### config.mk
export PLATFORM = sky130hd
export DESIGN_NAME = poly_rq_to_s3
export DESIGN_NICKNAME = d
export VERILOG_FILES = /design/src/rtl/poly_rq_to_s3.sv
export SDC_FILE = /design/constraint.sdc
export NUM_CORES = 2
export LEC_CHECK = 0
export ABC_CLOCK_PERIOD_IN_PS = 58200
export BUFFER_PORTS_ARGS = -buffer_cell sky130_fd_sc_hd__buf_2
export CORE_MARGIN = 2
export CORE_UTILIZATION = 25
export CTS_BUF_LIST = sky130_fd_sc_hd__clkbuf_8
export CTS_CLUSTER_SIZE = 40
export DETAILED_ROUTE_END_ITERATION = 6
export GPL_ROUTABILITY_DRIVEN = 0
export GPL_TIMING_DRIVEN = 1
export MAX_ROUTING_LAYER = met4
export PLACE_DENSITY = 0.44
export SLEW_MARGIN = 20
export SYNTH_ARGS = -nofsm -noshare
export SYNTH_HDL_FRONTEND = slang
export SYNTH_SLANG_ARGS = --single-unit
### constraint.sdc
create_clock -name clk -period 58.2 [get_ports clk]
set_input_delay 5.82 -clock clk [delete_from_list [all_inputs] [get_ports clk]]
set_output_delay 5.82 -clock clk [all_outputs]
set_load 0.05 [all_outputs]
### src/rtl/poly_rq_to_s3.sv
// Converts a frame of N mod-q coefficients into S3 trits via the centered lift.
// Optional PHI_N_REDUCE_EN macro: reduce the trit polynomial modulo Phi_N on output.
module poly_rq_to_s3 #(
  parameter int unsigned N  = 701,
  parameter int unsigned CW = 13
) (
  input  logic          clk,
  input  logic          rst,
  input  logic          in_valid,
  output logic          in_ready,
  input  logic [CW-1:0] in_coef,
  output logic          out_valid,
  input  logic          out_ready,
  output logic [1:0]    out_trit,
  output logic          out_last,
  output logic          busy
);

  localparam int unsigned IW = (N > 1) ? $clog2(N) : 1;
  localparam logic [IW-1:0] LAST_IDX = IW'(N - 1);

  typedef enum logic {LOAD, DRAIN} state_t;

  state_t        state_q, state_d;
  logic [IW-1:0] wr_idx_q, wr_idx_d;
  logic [IW-1:0] rd_idx_q, rd_idx_d;
  logic [1:0]    buf_q [N];
  logic [1:0]    t_in;
  logic [1:0]    trit_raw;
  logic [1:0]    trit_c;
  logic          in_fire;
  logic          out_fire;

  // Reduce a small value (0..7) modulo 3.
  function automatic logic [1:0] mod3_small(input logic [2:0] v);
    logic [1:0] r;
    case (v)
      3'd1, 3'd4, 3'd7: r = 2'd1;
      3'd2, 3'd5:       r = 2'd2;
      default:          r = 2'd0;
    endcase
    return r;
  endfunction

  // Centered lift: values with the top bit set are negative, and a-2^CW == a+1 (mod 3).
  function automatic logic [1:0] lift(input logic [CW-1:0] a);
    logic [1:0] r;
    r = 2'(a % CW'(3));
    return mod3_small(3'(r) + 3'(a[CW-1]));
  endfunction

  assign t_in     = lift(in_coef);
  assign trit_raw = buf_q[rd_idx_q];

`ifdef PHI_N_REDUCE_EN
  logic [1:0] t_last_q;

  // Subtracting t_(N-1) * Phi_N folds the top coefficient into every position.
  assign trit_c = mod3_small(3'(trit_raw) + {t_last_q, 1'b0});

  always_ff @(posedge clk) begin
    if (!rst) begin
      t_last_q <= 2'd0;
    end else if (in_fire && (wr_idx_q == LAST_IDX)) begin
      t_last_q <= t_in;
    end
  end
`else
  assign trit_c = trit_raw;
`endif

  // Next-state, index and handshake decode.
  always_comb begin
    state_d   = state_q;
    wr_idx_d  = wr_idx_q;
    rd_idx_d  = rd_idx_q;
    in_ready  = 1'b0;
    out_valid = 1'b0;
    out_trit  = 2'd0;
    out_last  = 1'b0;
    busy      = 1'b0;
    in_fire   = 1'b0;
    out_fire  = 1'b0;

    if (rst) begin
      busy = (state_q == DRAIN) || (wr_idx_q != '0);
      case (state_q)
        LOAD: begin
          in_ready = 1'b1;
          in_fire  = in_valid;
          if (in_fire) begin
            if (wr_idx_q == LAST_IDX) begin
              state_d  = DRAIN;
              wr_idx_d = '0;
              rd_idx_d = '0;
            end else begin
              wr_idx_d = wr_idx_q + IW'(1);
            end
          end
        end
        DRAIN: begin
          out_valid = 1'b1;
          out_trit  = trit_c;
          out_last  = (rd_idx_q == LAST_IDX);
          out_fire  = out_ready;
          if (out_fire) begin
            if (rd_idx_q == LAST_IDX) begin
              state_d  = LOAD;
              rd_idx_d = '0;
            end else begin
              rd_idx_d = rd_idx_q + IW'(1);
            end
          end
        end
        default: state_d = LOAD;
      endcase
    end
  end

  always_ff @(posedge clk) begin
    if (!rst) begin
      state_q  <= LOAD;
      wr_idx_q <= '0;
      rd_idx_q <= '0;
    end else begin
      state_q  <= state_d;
      wr_idx_q <= wr_idx_d;
      rd_idx_q <= rd_idx_d;
    end
  end

  // Trit buffer; contents are don't-care after reset.
  always_ff @(posedge clk) begin
    if (in_fire) begin
      buf_q[wr_idx_q] <= t_in;
    end
  end

endmodule

==> impl.org <==
** Placement
- Sum of net half-perimeters after detailed placement :: roughly 90 mm
- The placed instances occupy a cell area of between 60000 and 70000 sq um.
- Pre-CTS setup slack :: ~44 ns
- During placement, the flow inserted port buffers numbering 22.

** Cells and area
- Compared with the post-synthesis result, the final layout area differs by 13.6%.
- Cells fill approximately 29% of the core in the end.
- Cell area after layout :: approximately 67000 sq um
- The final layout contains about 3300 nets.
- Layout cells sized above 1 :: a little over a quarter

** STA
- Relative slew slack :: ~28%
- Crit path setup slack, layout :: 44.78 ns
- Max Slew Vio Count :: 0
- Summed over all failing endpoints, the final setup total negative slack is 0 ns.
- On the final layout, the worst clock skew is 0.0327 ns.
- Hold timing on the final database bottoms out at a slack of ~0.48 ns.
- Setup repair after global routing missed its margin :: no
- The smallest clock period supported by the final layout is computed as about 13 ns.
- The final hold violation count came to 0.
- Based on the critical path, the design can be clocked at up to ~75 MHz.
- Post-route fraction of the period consumed by the critical path :: a little under a quarter
- For the pin with the worst max-slew slack, the measured transition is approximately 1.1 ns.
- Finish-stage setup viols :: 0

** Floorplanning
- Initial core utilization :: between 20 and 30%
- Measured along the x axis, the die boundary spans about 490 um.
- Site Rows :: approximately 180
- The floorplan step defined a die boundary enclosing between 200000 and 250000 sq um.
- Pin placement for this block handled 23 I/O pins.
- The die is 490 um tall.
- Core footprint :: between 200000 and 250000 sq um

** Logic synthesis
- After synthesis, flip-flops and latches occupy a little over 70% of the total area.
- Most area-hungry cell type in the Yosys netlist :: sky130_fd_sc_hd__edfxtp_1
- Synthesis produced a netlist with a net count of between 3000 and 4000.
- Number of enable flip-flop cells after synthesis :: approximately 1400
- Ranked by total cell area, the synthesized netlist is headed by sky130_fd_sc_hd__edfxtp_1 (71%), sky130_fd_sc_hd__mux4_2 (18%), sky130_fd_sc_hd__nor2_1 (4.4%).
- For this run, the leading register cell type out of synthesis is sky130_fd_sc_hd__edfxtp_1.
- After synthesis the netlist holds a flip-flop and latch count of 1433.
- Yosys top cell area share :: between 70% and 80%
- Number of distinct library cell variants in the gate-level netlist after synthesis :: 54
- Yosys warning total :: 0
- Summing every instance area after synthesis gives 59000 sq um.
- Post-synth ARST share :: 0%
- Averaged over all synthesized cells, the footprint is between 15 and 20 sq um.
- Cell count after synthesis :: around 3200

** Global route
- The first global-routing pass estimated around 240 mm of wire.
- Number of global-route vias before repair :: approximately 33000
- The initial antenna violation count was 4.
- Global routing used 14.0% of the available tracks across all layers.
- Overflow after GRT :: 0
- Maximum number of pins on one net before global-route repair :: 210

** Drt
- After detailed routing, the average wire length per cell comes to roughly 25 um.
- Antenna violation net count after detailed routing :: 0
- The first routing iteration left roughly 2400 violations.
- Via count :: between 30000 and 40000
- Pre-Repair DR Iteration Count :: 7
- Via/cell ratio :: ~4.6
- The routed design has between 150 and 200 mm of wire.
- In the routed design, unresolved DRC markers number 0.

** Clocking
- For this design, the CTS-stage hold fixing added 0 buffers.
- Root Driver :: sky130_fd_sc_hd__clkbuf_8
- Clock transition time at the flip-flop clock pins of the worst setup and hold paths :: 0.06 ns
- TritonCTS buffer count :: 236
- The clock tree synthesis step divided the H-tree into 4 levels.
- Clock sink count :: about 1400
- Max Buffers Root-to-Sink :: 3
- For the worst-skew pair, the clock arrives at the later sink with an insertion delay of roughly 0.96 ns.
- Number of buffers added for setup after CTS :: 0
- TritonCTS built the clock tree.
- # resized after CTS :: 0

** Critical path
- The critical path is of the in -> reg type.
- Reg-to-reg slack, setup :: 54.65 ns
- STA puts the critical path data required time at 58.83 ns.
- On the critical path the largest part of the delay comes from buffers and inverters.
- Startpoint of the most critical setup path :: in_coef[9]
- Cell type of the slowest stage on the worst timing path :: sky130_fd_sc_hd__buf_4
- Reg2reg start :: state_q
- STA classifies the critical path endpoint as a flip-flop.
- Maximum fanout encountered on the critical timing path :: 72
- Number of buffers and inverters on the critical path :: 5
- At the worst endpoint, the arrival time is around 14 ns.
- Worst setup SP type :: input port
- In this design, the stage delay of the slowest critical-path cell is 0.72 ns.

** Power and ir drop
- Internal power summed over all cells :: 1.71 mW
- Across the VDD grid, the largest voltage drop is about 0.000037 V.
- For this design the total switching power over the nets is between 500 and 600 uW.
- For this design the ratio of total power to cell area is roughly 34 nW/um^2.
- Fraction of power consumed by sequential logic :: between 50% and 60%
- Per report_power, the clock group accounts for 35.7% of the total.
- The analysis attributes to cell leakage a power of between 15 and 20 nW.
- The share of total power dissipated in combinational logic is under 10%.
- Sw Ratio :: between 20% and 30%

** Run
- Max-cap violations in this run came to 0.

** Run status
- Result of the run :: completed

** Worst hold path
- Hold Path Origin :: rd_idx_q[9]
- In this run the worst hold path is classified as reg -> reg.
## Yosys cell counts, types with 10 or more instances
library cell                  n
sky130_fd_sc_hd__or3_1       28
sky130_fd_sc_hd__o21ai_0     12
sky130_fd_sc_hd__nor2b_1     14
sky130_fd_sc_hd__buf_2       38
sky130_fd_sc_hd__edfxtp_1  1402
sky130_fd_sc_hd__ha_1        10
sky130_fd_sc_hd__nand2_1     38
sky130_fd_sc_hd__buf_1       14
sky130_fd_sc_hd__dfxtp_1     31
sky130_fd_sc_hd__nor2_1     688
sky130_fd_sc_hd__clkbuf_1   208
sky130_fd_sc_hd__nand3_1     23
sky130_fd_sc_hd__a21oi_1     24
sky130_fd_sc_hd__and3_1      10
sky130_fd_sc_hd__mux4_2     464
sky130_fd_sc_hd__nor3_1      63
sky130_fd_sc_hd__nand2b_1    11
sky130_fd_sc_hd__inv_1       17
## sequential cells by signal, indices dropped and copies added, names as in the netlist, named ones only
register and flops:
wr_idx_q 10, buf_q 1402, rd_idx_q 10, state_q 1
## final cells by class
cell class	instances	area, sq um
Timing Repair Buffer	104	788
Clock buffer	245	3370
Clock inverter	188	952
Sequential cell	1433	42700
Multi-Input combinational cell	1485	15200
Tap cell	3150	3940
Fill cell	23400	168000
Antenna cell	1	2.50
Inverter	17	63.8
## power groups by stage
| stage | clock network [mW] | registers, mW | logic (mW) |
|---|---|---|---|
| floorplan | 0 | 1.60 | 0.0890 |
| global placement | 0 | 1.31 | 0.188 |
| detailed placement | 0 | 1.31 | 0.190 |
| CTS | 0.848 | 1.29 | 0.191 |
| global route | 0.892 | 1.29 | 0.208 |
| finish | 0.819 | 1.29 | 0.183 |
## stage by stage
stage,cells,power (mW)
global route,6623,2.39
floorplan,3204,1.69
CTS,6622,2.33
global placement,6189,1.50
detailed placement,6189,1.50
finish,6623,2.29
## logic make-up after synthesis
family | after synthesis | synth area share [%]
flip-flops | 1433 | 72.4
AND/OR/NAND/NOR | 905 | 6.39
multiplexers | 477 | 17.9
buffers and inverters | 286 | 1.98
AO/OA/AOI/OAI | 77 | 0.833
XOR/XNOR | 16 | 0.238
adder cells (fa/ha/maj) | 10 | 0.212
## path summary, 6_finish.rpt
path	depth (start not counted)	endpoint
worst max-delay path	26	buf_q[196][1]
worst min-delay path	1	flip-flop
worst max register to register	5	buf_q[129][1]
worst min register to register	1	flip-flop
## placed cells by master, fill, tap and decap left out, types with 7 or more instances in the layout
cell / synthesis / routed
sky130_fd_sc_hd__a211oi_1: 8 / 8
sky130_fd_sc_hd__a21oi_1: 24 / 24
sky130_fd_sc_hd__and3_1: 10 / 10
sky130_fd_sc_hd__buf_2: 38 / 22
sky130_fd_sc_hd__buf_4: 5 / 77
sky130_fd_sc_hd__clkbuf_8: 0 / 245
sky130_fd_sc_hd__clkinv_1: 0 / 72
sky130_fd_sc_hd__clkinv_2: 0 / 23
sky130_fd_sc_hd__dfxtp_1: 31 / 25
sky130_fd_sc_hd__edfxtp_1: 1402 / 1402
sky130_fd_sc_hd__ha_1: 10 / 10
sky130_fd_sc_hd__inv_1: 17 / 93
sky130_fd_sc_hd__mux2i_1: 9 / 8
sky130_fd_sc_hd__mux4_2: 464 / 464
sky130_fd_sc_hd__nand2_1: 38 / 33
sky130_fd_sc_hd__nand2b_1: 11 / 10
sky130_fd_sc_hd__nand3_1: 23 / 22
sky130_fd_sc_hd__nand4_1: 7 / 7
sky130_fd_sc_hd__nor2_1: 688 / 688
sky130_fd_sc_hd__nor2b_1: 14 / 14
sky130_fd_sc_hd__nor3_1: 63 / 63
sky130_fd_sc_hd__o21ai_0: 12 / 11
sky130_fd_sc_hd__or3_2: 0 / 26
sky130_fd_sc_hd__xnor2_1: 7 / 7
sky130_fd_sc_hd__xor2_1: 9 / 9
## layer usage
metal	GRT usage, %	vias up	part of all wire (%)
li1	-	12900	-
met1	17.6	16400	43
met2	23.5	702	51
met3	2.20	229	4.2
met4	3.82	0	2.1
met5	-	-	0
Note: power is estimated with default switching activity, not from simulation.
